<file path="src/rtl/aes_ctr_reg_resp_pkg.sv">
// Shared constants and state encoding for the AES CTR counter-register responder.
package aes_ctr_reg_resp_pkg;

    localparam int unsigned aes_pkg_SliceSizeCtr  = 16;
    localparam int unsigned aes_pkg_NumSlicesCtr  = 8;
    localparam int unsigned aes_pkg_SliceIdxWidth = 3;
    localparam int unsigned CtrWidth = aes_pkg_SliceSizeCtr * aes_pkg_NumSlicesCtr;

    // Sparse encoding: every pair of legal codes differs in at least 3 bits.
    typedef enum logic [4:0] {
        IDLE  = 5'b00110,
        REQ   = 5'b11000,
        BUSY  = 5'b01011,
        ERROR = 5'b10101
    } aes_ctr_resp_e;

    function automatic logic resp_state_valid(input aes_ctr_resp_e s);
        return s inside {IDLE, REQ, BUSY, ERROR};
    endfunction

endpackage

</file>
<file path="src/rtl/aes_ctr_reg_resp_if.sv">
// Bus between the counter-register responder (slave) and its requester/FSM side (master).
interface aes_ctr_reg_resp_if;
    import aes_ctr_reg_resp_pkg::*;

    logic [CtrWidth-1:0]              iv_i;
    logic                             iv_load_i;
    logic                             step_req_i;
    logic                             step_done_o;
    logic                             busy_o;
    logic [CtrWidth-1:0]              ctr_o;
    logic                             incr_o;
    logic                             ready_i;
    logic                             fsm_alert_i;
    logic [aes_pkg_SliceIdxWidth-1:0] ctr_slice_idx_i;
    logic [aes_pkg_SliceSizeCtr-1:0]  ctr_slice_o;
    logic [aes_pkg_SliceSizeCtr-1:0]  ctr_slice_i;
    logic                             ctr_we_i;
    logic                             alert_o;

    modport master (
        output iv_i, iv_load_i, step_req_i, ready_i, fsm_alert_i,
               ctr_slice_idx_i, ctr_slice_i, ctr_we_i,
        input  step_done_o, busy_o, ctr_o, incr_o, ctr_slice_o, alert_o
    );

    modport slave (
        input  iv_i, iv_load_i, step_req_i, ready_i, fsm_alert_i,
               ctr_slice_idx_i, ctr_slice_i, ctr_we_i,
        output step_done_o, busy_o, ctr_o, incr_o, ctr_slice_o, alert_o
    );

endinterface

</file>
<file path="src/rtl/aes_ctr_reg_resp.sv">
// Holds the 128-bit CTR counter, serves slice reads/write-backs to the increment FSM,
// sequences step requests over incr/ready and raises a sticky alert on any violation.
module aes_ctr_reg_resp
    import aes_ctr_reg_resp_pkg::*;
#(
    parameter int unsigned NumSlices     = aes_pkg_NumSlicesCtr,
    parameter int unsigned TimeoutCycles = 16
) (
    input  logic               clk_i,
    input  logic               rst_ni,
    aes_ctr_reg_resp_if.slave  bus
);

    localparam int unsigned ExpIdxWidth = $clog2(NumSlices + 1);
    localparam int unsigned WdogWidth   = $clog2(TimeoutCycles + 1);

    aes_ctr_resp_e          state_q;
    logic [CtrWidth-1:0]    ctr_q;
    logic [ExpIdxWidth-1:0] exp_idx_q;
    logic [WdogWidth-1:0]   wdog_q;
    logic                   incr_q;
    logic                   busy_q;
    logic                   done_q;
    logic                   alert_q;

    logic in_step;
    logic state_bad;
    logic wr_err;
    logic wdog_err;
    logic err;

    // Error detection for the current cycle; the FSM moves to ERROR on the next edge.
    always_comb begin
        in_step   = 1'b0;
        state_bad = 1'b0;
        wr_err    = 1'b0;
        wdog_err  = 1'b0;
        err       = 1'b0;

        in_step   = (state_q == REQ) || (state_q == BUSY);
        state_bad = !resp_state_valid(state_q);
        if (bus.ctr_we_i) begin
            if (state_q == IDLE) begin
                wr_err = 1'b1;
            end else if (in_step) begin
                wr_err = (exp_idx_q == ExpIdxWidth'(NumSlices)) ||
                         (ExpIdxWidth'(bus.ctr_slice_idx_i) != exp_idx_q);
            end
        end
        // Counter holds cycles already spent; this cycle is the TimeoutCycles-th one.
        wdog_err = in_step && (wdog_q == WdogWidth'(TimeoutCycles - 1));
        err      = (state_q != ERROR) &&
                   (bus.fsm_alert_i || wr_err || wdog_err || state_bad);
    end

    always_ff @(posedge clk_i or negedge rst_ni) begin
        if (!rst_ni) begin
            state_q   <= IDLE;
            ctr_q     <= '0;
            exp_idx_q <= '0;
            wdog_q    <= '0;
            incr_q    <= 1'b0;
            busy_q    <= 1'b0;
            done_q    <= 1'b0;
            alert_q   <= 1'b0;
        end else begin
            done_q <= 1'b0;
            if (err) begin
                state_q <= ERROR;
                alert_q <= 1'b1;
                incr_q  <= 1'b0;
                busy_q  <= 1'b0;
            end else begin
                unique case (state_q)
                    IDLE: begin
                        if (bus.iv_load_i) begin
                            ctr_q <= bus.iv_i;
                        end
                        if (bus.step_req_i) begin
                            state_q   <= REQ;
                            incr_q    <= 1'b1;
                            busy_q    <= 1'b1;
                            exp_idx_q <= '0;
                            wdog_q    <= '0;
                        end
                    end
                    REQ, BUSY: begin
                        wdog_q <= wdog_q + WdogWidth'(1);
                        if (bus.ctr_we_i) begin
                            ctr_q[aes_pkg_SliceSizeCtr*bus.ctr_slice_idx_i +: aes_pkg_SliceSizeCtr]
                                <= bus.ctr_slice_i;
                            exp_idx_q <= exp_idx_q + ExpIdxWidth'(1);
                        end
                        if (bus.ready_i) begin
                            if (state_q == REQ) begin
                                state_q <= BUSY;
                                incr_q  <= 1'b0;
                            end else begin
                                state_q <= IDLE;
                                busy_q  <= 1'b0;
                                done_q  <= 1'b1;
                            end
                        end
                    end
                    ERROR: begin
                        alert_q <= 1'b1;
                        incr_q  <= 1'b0;
                        busy_q  <= 1'b0;
                    end
                    default: begin
                        state_q <= ERROR;
                        alert_q <= 1'b1;
                        incr_q  <= 1'b0;
                        busy_q  <= 1'b0;
                    end
                endcase
            end
        end
    end

    assign bus.ctr_slice_o = ctr_q[aes_pkg_SliceSizeCtr*bus.ctr_slice_idx_i +: aes_pkg_SliceSizeCtr];
    assign bus.ctr_o       = ctr_q;
    assign bus.incr_o      = incr_q;
    assign bus.busy_o      = busy_q;
    assign bus.step_done_o = done_q;
    assign bus.alert_o     = alert_q;

endmodule

</file>
<file path="src/flat_wrapper.sv">
// flat-port wrapper written by rule: the top's interface ports become plain ports
module aes_ctr_reg_resp_flat import aes_ctr_reg_resp_pkg::*;
#(
    parameter int unsigned NumSlices     = aes_pkg_NumSlicesCtr,
    parameter int unsigned TimeoutCycles = 16
)
  (clk_i, rst_ni, bus_iv_i, bus_iv_load_i, bus_step_req_i, bus_ready_i, bus_fsm_alert_i, bus_ctr_slice_idx_i, bus_ctr_slice_i, bus_ctr_we_i, bus_step_done_o, bus_busy_o, bus_ctr_o, bus_incr_o, bus_ctr_slice_o, bus_alert_o);
  aes_ctr_reg_resp_if bus_i ();
  input  logic clk_i;
  input  logic rst_ni;
  input wire logic [$bits(bus_i.iv_i)-1:0] bus_iv_i;
  input wire logic [$bits(bus_i.iv_load_i)-1:0] bus_iv_load_i;
  input wire logic [$bits(bus_i.step_req_i)-1:0] bus_step_req_i;
  input wire logic [$bits(bus_i.ready_i)-1:0] bus_ready_i;
  input wire logic [$bits(bus_i.fsm_alert_i)-1:0] bus_fsm_alert_i;
  input wire logic [$bits(bus_i.ctr_slice_idx_i)-1:0] bus_ctr_slice_idx_i;
  input wire logic [$bits(bus_i.ctr_slice_i)-1:0] bus_ctr_slice_i;
  input wire logic [$bits(bus_i.ctr_we_i)-1:0] bus_ctr_we_i;
  output wire logic [$bits(bus_i.step_done_o)-1:0] bus_step_done_o;
  output wire logic [$bits(bus_i.busy_o)-1:0] bus_busy_o;
  output wire logic [$bits(bus_i.ctr_o)-1:0] bus_ctr_o;
  output wire logic [$bits(bus_i.incr_o)-1:0] bus_incr_o;
  output wire logic [$bits(bus_i.ctr_slice_o)-1:0] bus_ctr_slice_o;
  output wire logic [$bits(bus_i.alert_o)-1:0] bus_alert_o;
  assign bus_i.iv_i = bus_iv_i;
  assign bus_i.iv_load_i = bus_iv_load_i;
  assign bus_i.step_req_i = bus_step_req_i;
  assign bus_i.ready_i = bus_ready_i;
  assign bus_i.fsm_alert_i = bus_fsm_alert_i;
  assign bus_i.ctr_slice_idx_i = bus_ctr_slice_idx_i;
  assign bus_i.ctr_slice_i = bus_ctr_slice_i;
  assign bus_i.ctr_we_i = bus_ctr_we_i;
  assign bus_step_done_o = bus_i.step_done_o;
  assign bus_busy_o = bus_i.busy_o;
  assign bus_ctr_o = bus_i.ctr_o;
  assign bus_incr_o = bus_i.incr_o;
  assign bus_ctr_slice_o = bus_i.ctr_slice_o;
  assign bus_alert_o = bus_i.alert_o;
  aes_ctr_reg_resp #(.NumSlices(NumSlices), .TimeoutCycles(TimeoutCycles)) u_core (.clk_i(clk_i), .rst_ni(rst_ni), .bus(bus_i));
endmodule
</file>
<file path="config.mk">
export PLATFORM = sky130hd
export DESIGN_NAME = aes_ctr_reg_resp_flat
export DESIGN_NICKNAME = d
export VERILOG_FILES = /design/src/rtl/aes_ctr_reg_resp_pkg.sv /design/src/rtl/aes_ctr_reg_resp_if.sv /design/src/rtl/aes_ctr_reg_resp.sv /design/src/flat_wrapper.sv
export SDC_FILE = /design/constraint.sdc
export NUM_CORES = 1
export LEC_CHECK = 0
export BUFFER_PORTS_ARGS = -buffer_cell sky130_fd_sc_hd__buf_4
export CAP_MARGIN = 10
export CELL_PAD_IN_SITES_DETAIL_PLACEMENT = 0
export CELL_PAD_IN_SITES_GLOBAL_PLACEMENT = 2
export CORE_ASPECT_RATIO = 0.5
export CORE_UTILIZATION = 33
export DETAILED_ROUTE_END_ITERATION = 16
export PLACE_DENSITY_LB_ADDON = 0.08
export SLEW_MARGIN = 10
export SYNTH_ARGS = -nofsm -noshare
export SYNTH_HDL_FRONTEND = slang
export SYNTH_SLANG_ARGS = --single-unit
</file>
<file path="constraint.sdc">
create_clock -name clk_i -period 5.44 [get_ports clk_i]
set_clock_uncertainty 0.2 [all_clocks]
set_input_delay 1.088 -clock clk_i [delete_from_list [all_inputs] [get_ports clk_i]]
set_output_delay 1.088 -clock clk_i [all_outputs]
set_load 0.01 [all_outputs]
</file>
==> results by group <==
Outcome
  – Status: complete, no violations

Floorplan
  – Core Rows: 41
  – Area of the core: 0.0257 mm^2
  – Starting Density: 34.3%
  – DIE AREA: 0.0274 mm^2
  – Die span in y: 118 um
  – Top-Level Pins: 302
  – Die Wd: 233 um

Synth
  – Cells after synthesis: 837
  – Mapped cell area: 0.00882 mm^2
  – Syn nets: 997
  – Synthesized flop and latch total: 146
  – Warnings, synthesis: 0
  – Synth area leaders: dfrtp_1 41%, mux2_2 13%, nand2_1 9.5%
  – Yosys top cell area share: 40.9%
  – Count leader, synth: nand2_1
  – Most area-hungry cell type in the Yosys netlist: dfrtp_1
  – EDFF count, synth: 0
  – Post-synth top cells: 223 x nand2_1, 144 x dfrtp_1, 99 x mux2_2
  – Primary FF master, synth: dfrtp_1
  – Async S/R FF share, synth: 100%
  – Syn Area/Cell: 10.5 um^2
  – Seq/Total Area, Yosys: 41.4%
  – Synth cell types: 56

STA
  – Final hold vios: 0
  – Max-slew violation count: 0
  – Relative slew slack: 31.4%
  – Final Setup Violations: 0
  – Tcrit/Tclk final: 77.2%
  – Max Freq: 0.238 GHz
  – RSZ-0062 raised after global routing: no
  – Slew @ Worst Pin: 1.03 ns
  – Crit path time final: 4.20 ns
  – Final TNS setup: 0 ns

Power and ir drop
  – PD cells: 220 mW/mm^2
  – Peak VDD IR: 0.230 mV
  – Leakage: 6.24 nW

Placed design
  – Post-DP HPWL: 25.5 mm
  – RePlAce Congestion: 0.844
  – Port Buffers: 301
  – Placed cells: 1,434

Worst setup path
  – Slowest CP cell: mux4_2
  – CP top delay family: buffers and inverters
  – Worst EP required: 4.15 ns
  – Setup Crit Path Kind: in2out
  – CP Launch Type: input pin
  – Worst Path Arrival: 2.91 ns
  – R2R depth: 5
  – Max stage delay on crit path: 0.60 ns
  – CP Buf/Inv Count: 3
  – Crit path depth: 6
  – Crit path max fanout: 21
  – Critical path, cell by cell: buf_4, buf_4, mux4_2, nand2_1, nand2_1, buf_4
  – Crit. End Element: primary output
  – Most numerous cell on the critical path: buf_4

GRT
  – Largest net degree at the start of global routing: 115
  – Global-route wire length before repair: 52.4 mm
  – Initial antenna violation count: 0
  – GRT Overall Usage: 25.9%
  – Vias in the first global route: 8,401
  – GRT Residual Overflow: 0

Drt
  – DRT Pass-1 Iters: 7
  – Via density: 5.32
  – Via Count: 7,806
  – DRC: 0
  – Post-Route WL: 34.7 mm
  – Routed len/inst: 23.6 um
  – Antenna-violating nets left: 0
  – Iter 0 DRT Violations: 461

Clocking
  – Root Driver: clkbuf_16
  – Clock Latency Late Sink: 0.45 ns
  – TritonCTS clock tree: done
  – Hold_buf cts: 0
  – CTS buffer count: 17
  – Post-CTS sizing: 0
  – Clk buf depth: 2
  – Clk slew on worst S/H paths: 0.06 ns
  – Setup Buffers After CTS: 0
  – H-tree levels: 4
  – CTS Sinks: 146

Hold path
  – Worst min path class: reg2reg
  – Hold depth: 1

Layout
  – Sequential cell area: 0.00366 mm^2
  – Fillers: 2,503
  – Area grow syn2layout: 35.5%
  – Multi-input gate area: 0.00486 mm^2
  – Antenna Cells: 0
  – Nets: 1,269
  – Layout Cells excl Fill: 1,466
  – Layout cells sized above 1: 46.9%

Run
  – Max Cap Viol: 0
sequential cells by signal, summed over array words and instances (netlist names):
name,count
u_core.bus.step_done_o,1
u_core.exp_idx_q,4
u_core.bus.ctr_o,128
u_core.wdog_q,5
u_core.bus.incr_o,1
u_core.bus.alert_o,1
u_core.bus.busy_o,1
u_core.state_q,5
cells by family after synthesis:
family                   count (synthesis)  share of synthesized area (%)
adder cells (fa/ha/maj)                  6                          0.851
multiplexers                           161                           25.9
AND/OR/NAND/NOR                        307                           15.9
buffers and inverters                   70                           3.77
XOR/XNOR                                 3                          0.298
flip-flops                             146                           41.4
AO/OA/AOI/OAI                          144                           11.8
worst register-to-register path, cell delays in order, from the launching register on:
cell      delay, ns
dfrtp_1        0.46
and3b_1        0.25
o21a_2         0.53
a221oi_4       0.99
nand4_4        0.67
mux2_2         0.51
placed cells by master (no fill, tap or decap), types with 4 or more instances in the layout:
master,instances
nand2b_1,19
clkinv_2,4
dfrtp_1,144
nor2_1,12
mux2_4,30
nand4_4,5
buf_4,312
nand3_1,20
inv_1,8
mux2_2,99
o31ai_1,52
nand2_1,223
a32o_1,4
ha_1,6
and3_1,4
nor2b_1,4
o21ai_0,62
clkbuf_16,17
nand4_1,4
mux4_2,32
metrics by stage:
| step | setup slack, ns | instance area [um^2] | hold WS [ns] | utilization (%) | power, W |
|---|---|---|---|---|---|
| floorplan | 1.43 | 8820 | 0.279 | - | 0.00123 |
| global placement | 0.949 | 11400 | 0.259 | 44.2 | 0.00141 |
| detailed placement | 0.902 | 11400 | 0.260 | 44.2 | 0.00141 |
| CTS | 1.21 | 12000 | 0.276 | 46.5 | 0.00265 |
| global route | 1.14 | 12000 | 0.298 | 46.5 | 0.00272 |
| finish | 1.24 | 12000 | 0.268 | 46.5 | 0.00263 |
path summary, 6_finish.rpt:
check / endpoint / slack (ns) / startpoint
min in group asynchronous: u_core.bus.ctr_o[113]$_DFFE_PN0P_ / 0.43 / rst_ni
max reg2reg: u_core.bus.ctr_o[56]$_DFFE_PN0P_ / 1.73 / u_core.state_q[0]$_DFFE_PN0P_
min reg2reg: u_core.bus.alert_o$_DFFE_PN0P_ / 0.27 / u_core.bus.alert_o$_DFFE_PN0P_
min: u_core.bus.alert_o$_DFFE_PN0P_ / 0.27 / u_core.bus.alert_o$_DFFE_PN0P_
max: bus_ctr_slice_o[10] / 1.24 / bus_ctr_slice_idx_i[0]
max in group asynchronous: u_core.bus.ctr_o[7]$_DFFE_PN0P_ / 3.47 / rst_ni
area by class of cell:
cell class | instances | share of cell area [%]
Timing Repair Buffer | 314 | 19.9
Inverter | 9 | 0.283
Clock inverter | 10 | 1.11
Clock buffer | 22 | 3.88
Sequential cell | 146 | 30.6
Tap cell | 344 | 3.60
Multi-Input combinational cell | 621 | 40.7
power breakdown:
group	internal, W	total (W)	switching [W]
clock network	0.000742	0.00125	0.000504
logic	0.000129	0.000287	0.000158
registers	0.00109	0.00110	0.00000599
total	0.00196	0.00263	0.000668
routing by layer:
layer	vias up	GRT usage, %	wire length (um)
met5	-	0	0
li1	3567	-	-
met4	0	7.11	571
met1	4032	31.6	14400
met2	172	45.8	18200
met3	35	5.69	1550
Note: power is estimated with default switching activity, not from simulation.
